===== config.mk =====
export PLATFORM = sky130hd
export DESIGN_NAME = bus_requester_flat
export DESIGN_NICKNAME = d
export VERILOG_FILES = /design/src/rtl/bus_requester_if.sv /design/src/rtl/bus_requester.sv /design/src/flat_wrapper.sv
export SDC_FILE = /design/constraint.sdc
export NUM_CORES = 1
export LEC_CHECK = 0
export BUFFER_PORTS_ARGS = -buffer_cell sky130_fd_sc_hd__buf_4
export CELL_PAD_IN_SITES_DETAIL_PLACEMENT = 0
export CELL_PAD_IN_SITES_GLOBAL_PLACEMENT = 1
export CORE_ASPECT_RATIO = 0.8
export CORE_MARGIN = 4
export CORE_UTILIZATION = 49
export DETAILED_ROUTE_END_ITERATION = 7
export GPL_ROUTABILITY_DRIVEN = 1
export PLACE_DENSITY = 0.89
export SYNTH_ARGS = -nofsm -noshare
export SYNTH_HDL_FRONTEND = slang
export SYNTH_SLANG_ARGS = --single-unit

===== constraint.sdc =====
create_clock -name i_clock -period 6.55 [get_ports i_clock]
set_input_delay 0.9825 -clock i_clock [delete_from_list [all_inputs] [get_ports i_clock]]
set_output_delay 0.9825 -clock i_clock [all_outputs]
set_load 0.005 [all_outputs]

===== src/rtl/bus_requester_if.sv =====
// rtl/bus_requester_if.sv - command, write-data and arbitrated bus signals of bus_requester
`timescale 1ns/1ps
interface bus_requester_if #(
   parameter int DATA_W = 8,
   parameter int LEN_W  = 4
);
   logic              cmd_valid;
   logic [LEN_W-1:0]  cmd_len;
   logic              cmd_ready;
   logic              wr_valid;
   logic [DATA_W-1:0] wr_data;
   logic              wr_ready;
   logic              req;
   logic              grant;
   logic              bus_valid;
   logic [DATA_W-1:0] bus_data;

   // requester side: takes commands and payload, requests the bus and drives beats
   modport master (
      input  cmd_valid, cmd_len, wr_valid, wr_data, grant,
      output cmd_ready, wr_ready, req, bus_valid, bus_data
   );

   // command source, payload source and arbiter side
   modport slave (
      output cmd_valid, cmd_len, wr_valid, wr_data, grant,
      input  cmd_ready, wr_ready, req, bus_valid, bus_data
   );
endinterface


===== src/rtl/bus_requester.sv =====
// rtl/bus_requester.sv - bus requester: command FSM, arbiter handshake and write-data FIFO
`timescale 1ns/1ps
module bus_requester #(
   parameter int DATA_W     = 8,
   parameter int LEN_W      = 4,
   parameter int FIFO_DEPTH = 4,
   parameter int TIMEOUT    = 64
)(
   input  logic            i_clock,
   input  logic            i_reset,
   bus_requester_if.master bus,
   output logic            o_busy,
   output logic            o_done,
   output logic            o_err_timeout,
   output logic            o_err_grant_lost
);
   localparam int PTR_W  = (FIFO_DEPTH > 1) ? $clog2(FIFO_DEPTH) : 1;
   localparam int CNT_W  = $clog2(FIFO_DEPTH + 1);
   localparam int WAIT_W = (TIMEOUT > 1) ? $clog2(TIMEOUT) : 1;

   typedef enum logic [1:0] {
      S_IDLE    = 2'd0,
      S_REQ     = 2'd1,
      S_XFER    = 2'd2,
      S_RELEASE = 2'd3
   } state_t;

   state_t              r_state;
   state_t              w_state_nxt;

   logic [LEN_W-1:0]    r_beat_cnt;
   logic [WAIT_W-1:0]   r_wait_cnt;
   logic                r_req;
   logic                r_done;
   logic                r_err_timeout;
   logic                r_err_grant_lost;

   logic [DATA_W-1:0]   r_mem [FIFO_DEPTH];
   logic [PTR_W-1:0]    r_wptr;
   logic [PTR_W-1:0]    r_rptr;
   logic [CNT_W-1:0]    r_count;

   logic                w_accept;
   logic                w_beat;
   logic                w_last;
   logic                w_timeout;
   logic                w_grant_lost;
   logic                w_push;
   logic                w_pop;
   logic                w_empty;
   logic                w_full;
   logic                w_flush;

   assign w_empty = (r_count == '0);
   assign w_full  = (r_count == CNT_W'(FIFO_DEPTH));
   assign w_push  = bus.wr_valid & ~w_full;
   assign w_pop   = w_beat;
   // The error flags are cleared on accept and only set by error exits, so in
   // RELEASE they identify an abandoned transfer whose leftover payload must go.
   assign w_flush = (r_state == S_RELEASE) & (r_err_timeout | r_err_grant_lost);

   assign bus.cmd_ready  = (r_state == S_IDLE);
   assign bus.wr_ready   = ~w_full;
   assign bus.req        = r_req;
   assign bus.bus_valid  = w_beat;
   assign bus.bus_data   = w_beat ? r_mem[r_rptr] : '0;

   assign o_busy           = (r_state != S_IDLE);
   assign o_done           = r_done;
   assign o_err_timeout    = r_err_timeout;
   assign o_err_grant_lost = r_err_grant_lost;

   // state register
   always_ff @(posedge i_clock) begin
      if (i_reset) begin
         r_state <= S_IDLE;
      end else begin
         r_state <= w_state_nxt;
      end
   end

   // next-state decode plus the per-cycle events (accept, beat, exits)
   always_comb begin
      w_state_nxt  = r_state;
      w_accept     = 1'b0;
      w_beat       = 1'b0;
      w_last       = 1'b0;
      w_timeout    = 1'b0;
      w_grant_lost = 1'b0;
      case (r_state)
         S_IDLE: begin
            if (bus.cmd_valid) begin
               w_accept    = 1'b1;
               w_state_nxt = S_REQ;
            end
         end
         S_REQ: begin
            if (bus.grant) begin
               w_state_nxt = S_XFER;
            end else if (r_wait_cnt == WAIT_W'(TIMEOUT - 1)) begin
               w_timeout   = 1'b1;
               w_state_nxt = S_RELEASE;
            end
         end
         S_XFER: begin
            // losing grant mid-transfer aborts; an empty FIFO with grant simply stalls
            if (!bus.grant) begin
               w_grant_lost = 1'b1;
               w_state_nxt  = S_RELEASE;
            end else if (!w_empty) begin
               w_beat = 1'b1;
               if (r_beat_cnt == '0) begin
                  w_last      = 1'b1;
                  w_state_nxt = S_RELEASE;
               end
            end
         end
         S_RELEASE: begin
            w_state_nxt = S_IDLE;
         end
         default: begin
            w_state_nxt = S_IDLE;
         end
      endcase
   end

   // transfer bookkeeping: registered req/done, beat and wait counters, sticky errors
   always_ff @(posedge i_clock) begin
      if (i_reset) begin
         r_req            <= 1'b0;
         r_done           <= 1'b0;
         r_beat_cnt       <= '0;
         r_wait_cnt       <= '0;
         r_err_timeout    <= 1'b0;
         r_err_grant_lost <= 1'b0;
      end else begin
         r_req  <= (w_state_nxt == S_REQ) || (w_state_nxt == S_XFER);
         r_done <= w_last;
         if (w_accept) begin
            r_beat_cnt       <= bus.cmd_len;
            r_wait_cnt       <= '0;
            r_err_timeout    <= 1'b0;
            r_err_grant_lost <= 1'b0;
         end else begin
            if ((r_state == S_REQ) && !bus.grant && !w_timeout) begin
               r_wait_cnt <= r_wait_cnt + WAIT_W'(1);
            end
            if (w_beat) begin
               r_beat_cnt <= r_beat_cnt - LEN_W'(1);
            end
            if (w_timeout) begin
               r_err_timeout <= 1'b1;
            end
            if (w_grant_lost) begin
               r_err_grant_lost <= 1'b1;
            end
         end
      end
   end

   // FIFO pointers and occupancy; a push into an empty FIFO is only visible next cycle
   always_ff @(posedge i_clock) begin
      if (i_reset || w_flush) begin
         r_wptr  <= '0;
         r_rptr  <= '0;
         r_count <= '0;
      end else begin
         if (w_push) begin
            r_wptr <= (r_wptr == PTR_W'(FIFO_DEPTH - 1)) ? '0 : r_wptr + PTR_W'(1);
         end
         if (w_pop) begin
            r_rptr <= (r_rptr == PTR_W'(FIFO_DEPTH - 1)) ? '0 : r_rptr + PTR_W'(1);
         end
         case ({w_push, w_pop})
            2'b10:   r_count <= r_count + CNT_W'(1);
            2'b01:   r_count <= r_count - CNT_W'(1);
            default: r_count <= r_count;
         endcase
      end
   end

   // FIFO storage; contents are don't-care while the occupancy count says empty
   always_ff @(posedge i_clock) begin
      if (w_push) begin
         r_mem[r_wptr] <= bus.wr_data;
      end
   end
endmodule


===== src/flat_wrapper.sv =====
// flat-port wrapper written by rule: the top's interface ports become plain ports
module bus_requester_flat 
#(
   parameter int DATA_W     = 8,
   parameter int LEN_W      = 4,
   parameter int FIFO_DEPTH = 4,
   parameter int TIMEOUT    = 64
)
  (i_clock, i_reset, o_busy, o_done, o_err_timeout, o_err_grant_lost, bus_cmd_valid, bus_cmd_len, bus_wr_valid, bus_wr_data, bus_grant, bus_cmd_ready, bus_wr_ready, bus_req, bus_bus_valid, bus_bus_data);
  bus_requester_if #(.DATA_W(DATA_W), .LEN_W(LEN_W)) bus_i ();
  input  logic i_clock;
  input  logic i_reset;
  output logic o_busy;
  output logic o_done;
  output logic o_err_timeout;
  output logic o_err_grant_lost;
  input wire logic [$bits(bus_i.cmd_valid)-1:0] bus_cmd_valid;
  input wire logic [$bits(bus_i.cmd_len)-1:0] bus_cmd_len;
  input wire logic [$bits(bus_i.wr_valid)-1:0] bus_wr_valid;
  input wire logic [$bits(bus_i.wr_data)-1:0] bus_wr_data;
  input wire logic [$bits(bus_i.grant)-1:0] bus_grant;
  output wire logic [$bits(bus_i.cmd_ready)-1:0] bus_cmd_ready;
  output wire logic [$bits(bus_i.wr_ready)-1:0] bus_wr_ready;
  output wire logic [$bits(bus_i.req)-1:0] bus_req;
  output wire logic [$bits(bus_i.bus_valid)-1:0] bus_bus_valid;
  output wire logic [$bits(bus_i.bus_data)-1:0] bus_bus_data;
  assign bus_i.cmd_valid = bus_cmd_valid;
  assign bus_i.cmd_len = bus_cmd_len;
  assign bus_i.wr_valid = bus_wr_valid;
  assign bus_i.wr_data = bus_wr_data;
  assign bus_i.grant = bus_grant;
  assign bus_cmd_ready = bus_i.cmd_ready;
  assign bus_wr_ready = bus_i.wr_ready;
  assign bus_req = bus_i.req;
  assign bus_bus_valid = bus_i.bus_valid;
  assign bus_bus_data = bus_i.bus_data;
  bus_requester #(.DATA_W(DATA_W), .LEN_W(LEN_W), .FIFO_DEPTH(FIFO_DEPTH), .TIMEOUT(TIMEOUT)) u_core (.i_clock(i_clock), .i_reset(i_reset), .bus(bus_i), .o_busy(o_busy), .o_done(o_done), .o_err_timeout(o_err_timeout), .o_err_grant_lost(o_err_grant_lost));
endmodule

Word-level counts from Yosys, hierarchy flattened
Memory sizes are Yosys's and may differ from the RTL's. A register that Yosys moved wholly into a read port is not among the register bits.
Index checks and enable logic that the tools add are counted.
Word-level totals
  register bits: 23
  bits in writable memories: 32
  input bits: 17
  output and inout bits: 16
  memories kept: 1
Memories
  u_core.r_mem: words 4, bits a word 8, read ports 1, clocked after memory_dff 1, write ports 1, RTL line bus_requester.sv:38  | logic [DATA_W-1:0] r_mem [FIFO_DEPTH];
Operators by class
  add/sub/neg operators: 6
  equality and inequality tests: 11
  multiplexer cells: 28
  bitwise gates (word level): 6
  reduce and logical (&&, ||, !) cells: 14
Operators with widths (count)
  $mux W2: 10
  $mux W1: 13
  $eq A2 B2 Y1 const B: 6
  $mux W4: 2
  $mux W8: 1
  $pmux W2 S4: 1
  $add A6 B1 Y6 const B: 1
  $eq A2 B1 Y1 const B: 3
  $eq A6 B6 Y1 const B: 1
  $pmux W3 S2: 1
  $reduce_bool A2 Y1: 3
  $add A2 B1 Y2 const B: 2
  $logic_not A4 Y1: 1
  $reduce_or A4 Y1: 1
  $sub A4 B1 Y4 const B: 1
  $add A3 B1 Y3 const B: 1
  $eq A3 B3 Y1 const B: 1
  $logic_not A3 Y1: 1
  $not A1 Y1: 3
  $sub A3 B1 Y3 const B: 1
  $and A1 B1 Y1: 2
  $logic_and A1 B1 Y1: 2
  $logic_not A1 Y1: 2
  $logic_not A2 Y1: 1
  other kinds (3): 4

Depth between registers and ports, before layout
  word-level depth: 7
  gate-level depth with buffers: 11

Least setup slack after synthesis
OpenSTA, ideal clock, no wires.
  path kind: input port to flip-flop
  start: input bus_grant
  end: register u_core.r_count[2]
  arrival: 2.708 ns
  slack: 3.772 ns
  stages on the path: 10
  path buffers: 2
  cell sequence: buf_6 nand3_2 clkbuf_2 inv_1 ha_1 inv_1 fa_1 xor2_1 or3_1 a21oi_1
On the way
  word-level cells in the longest chain between the ends: 4
  elaborated cells between the ends (all ways): 6
RTL lines
  from (decl): RTL line flat_wrapper.sv:21  | input wire logic [$bits(bus_i.grant)-1:0] bus_grant;
  $mux W1 *: RTL line bus_requester.sv:107  | if (!bus.grant) begin
  $mux W1 *: RTL line bus_requester.sv:90  | case (r_state)
  net bus_bus_valid: RTL line flat_wrapper.sv:25  | output wire logic [$bits(bus_i.bus_valid)-1:0] bus_bus_valid;
  $eq A2 B1 Y1 or $eq A2 B2 Y1 (tied branches): RTL line bus_requester.sv:174  | case ({w_push, w_pop})
  $pmux W3 S2 or $reduce_bool A2 Y1 (tied branches)
  to (signal assigned): RTL line bus_requester.sv:175  | 2'b10: r_count <= r_count + CNT_W'(1);
  to (signal assigned): RTL line bus_requester.sv:176  | 2'b01: r_count <= r_count - CNT_W'(1);
  to (signal assigned): RTL line bus_requester.sv:177  | default: r_count <= r_count;
  to (decl): RTL line bus_requester.sv:41  | logic [CNT_W-1:0] r_count;
The timed path passes the listed nets; every way through them passes the cells marked *.
A chain may end at the register's enable or synchronous reset.

==> run metrics <==
Least-Margin Pin Slew 0.513 ns; Max Root-Sink Buffers 2; CP top delay family flip-flops; WL per Instance 14.5 um; DR vias 1520; share of post-route cells with drive strength above 1 around 28%; final worst clock skew slightly below 0.006 ns; Pleak between 1 and 1.5 nW; Synth async-reset ratio 0%; core area 4980 um2; Nets 256; register area 1460 um2; CTS Sinks 57; number of global-route vias before repair 1451; Crit Path Max Fanout 8; total gr overflow 0; Std-Cell Rows 23; Num CTS Buffers 9; EDFF count, synth 32; DP HPWL 3.02 mm; DRC 0; largest net degree at the start of global routing 16; CP Class reg2out; Synth Cell Area 2510 um2; outcome completed; Mapped Cells 197; GRT Total Usage 15.4%; Top FF cell, synth edfxtp_1; TritonRoute pass-1 iters 4; relative slew slack 65.7%; placed cell count 281; flops & latches, synth between 50 and 60; Ys Warns 0; simple-gate share of the synthesized area 14.4%; crit-path max cell delay about 0.64 ns; largest family of logic cells by synthesized area simple AND/OR/NAND/NOR gates; critical-path cell list mux4_2 > nor2b_1 > buf_4; port bufs 32; fmax ~360 MHz; initial drt markers 91; Synth Area in XOR/XNOR 2.79%; CTS Hold Bufs 0; critical path launch point type flip-flop; Post-Synth Adder-Cell Area 4.79%; Routed Antenna Nets 0; hold crit path type reg2reg; period utilization 42.9%; Avg Synthesized Cell Area 12.7 um2; fillers roughly 420; CP Capture Type output pin; worst vdd ir approximately 140 uV; Multi-input gate area between 900 and 1000 um2; RSZ-0062 raised after global routing no; full die area 6340 um2; CTS root buf clkbuf_8; later-pin clock latency in the skew report ~0.33 ns; setup_tns 0 ns; Layout area overhead 17.6%; WL final 4.31 mm; Die X 88.0 um; CP arrival 1.83 ns; Final GP Congestion 0.737; post_cts resized 0; total power per unit cell area 261 nW/um2; Ports 33; Post-Layout Cell Count 297; Initial Utilization a little over 50%; Die H 72 um; # diodes 0; WP data required 5.57 ns; max_cap viols 0; TritonCTS clock tree yes; Synth Net Count ~220; post-synthesis compound-gate area fraction 6.48%; # H-tree levels 3; first-pass GRT wire length 7.14 mm; initial antenna violation count 0; critical path's slowest cell dfxtp_1; fin util around three fifths; hold violation count in the final report 0; Netlist cell types 41; Max Transition Viols Final 0; Buf/Inv on CP 1; Clk pin slew, worst setup/hold paths 0.06 ns; min Tclk post-route 2.81 ns; setup violators final 0; register area share after synthesis 58.3%; portion of netlist area occupied by mux cells 9.28%; Post-CTS Setup Repair Bufs 0; routed vias/inst 5.12
==> Yosys cell counts, types with 7 or more instances <==
cell type  number  area, um2
a21oi_1         9       45.0
dfxtp_1        25        500
edfxtp_1       32        961
ha_1            8        100
inv_1          11       41.3
mux4_2          8        180
nand2_1         7       26.3
nor2_1         19       71.3
nor2b_1        11       68.8
==> final cells by class <==
type	instances	share of cell area, %
Tap cell	62	2.63
Clock inverter	3	0.466
Inverter	11	1.40
Sequential cell	57	49.5
Timing Repair Buffer	32	8.14
Clock buffer	13	5.77
Multi-Input combinational cell	119	32.1
==> cell usage in the layout, fill, tap and decap left out, types with 2 or more instances in the layout <==
cell,instances
nand3_1,4
a211oi_1,4
edfxtp_1,32
clkbuf_8,10
clkinv_2,2
nor2_1,19
mux2_2,2
or3_1,4
a21oi_1,9
nor2b_1,11
and3_1,4
nand2_1,7
buf_4,32
or3b_1,2
nand4_1,2
ha_1,8
dfxtp_1,25
a211oi_2,2
inv_1,11
nor3_2,2
nand2b_1,4
nor3_1,2
clkbuf_1,2
xor2_1,4
xnor2_1,4
o22ai_1,2
mux2i_1,3
mux4_2,8
==> path summary, 6_finish.rpt <==
check                                        from                              endpoint  slack [ns]  cells after the start
min reg2reg  u_core.o_err_grant_lost$_SDFFE_PP0P_  u_core.o_err_grant_lost$_SDFFE_PP0P_        0.49                      2
max reg2reg          u_core.r_state[1]$_SDFF_PP0_        u_core.r_count[2]$_SDFFE_PP0P_        3.96                      9
min          u_core.o_err_grant_lost$_SDFFE_PP0P_  u_core.o_err_grant_lost$_SDFFE_PP0P_        0.49                      2
max                                     flip-flop                       bus_bus_data[2]        3.74                      3
==> worst min-delay path: stages (launching register included) <==
cell and delay [ns]:
dfxtp_1 0.34, nor2_1 0.05, nor2_1 0.07
==> per-layer routing <==
| metal | wire length, um | global-route usage, % |
|---|---|---|
| met1 | 2080 | 21.0 |
| met5 | 0 | 0 |
| met4 | 68 | 5.62 |
| met2 | 1900 | 21.0 |
| met3 | 259 | 8.17 |
==> through the flow <==
step,hold WS (ns),setup slack (ns),power (W),cell area (um2)
2_1_floorplan,0.461,3.77,0.000458,2510
3_3_place_gp,0.482,3.64,0.000480,2770
3_5_place_dp,0.489,3.55,0.000481,2770
4_1_cts,0.500,3.68,0.000775,2950
5_1_grt,0.531,3.54,0.000810,2950
6_report,0.495,3.74,0.000770,2950
==> power breakdown <==
group | leakage (nW) | switching [W] | internal, W
clock network | 0.0960 | 0.000127 | 0.000168
registers | 0.498 | 0.00000998 | 0.000395
logic | 0.503 | 0.0000356 | 0.0000335
total | 1.10 | 0.000173 | 0.000597
==> registers in the layout (all words and copies together), names as in the netlist, named ones only <==
| signal | flops |
|---|---|
| u_core.r_rptr | 2 |
| u_core.r_wptr | 2 |
| u_core.o_err_grant_lost | 1 |
| u_core.o_done | 1 |
| u_core.r_state | 2 |
| u_core.r_count | 3 |
| u_core.bus.req | 1 |
| u_core.r_beat_cnt | 4 |
| u_core.o_err_timeout | 1 |
| u_core.r_mem | 32 |
| u_core.r_wait_cnt | 6 |
==> cell families (layout without fill, tap and decap cells) <==
family | count (synthesis) | count (layout)
and+or+nand+nor | 66 | 66
DFF | 57 | 57
xor gates and xnor gates | 8 | 8
muxes | 13 | 13
buffers and inverters | 21 | 59
adders and majority gates | 9 | 9
AOI/OAI and AO/OA | 23 | 23
(Power assumes the default switching activity.)
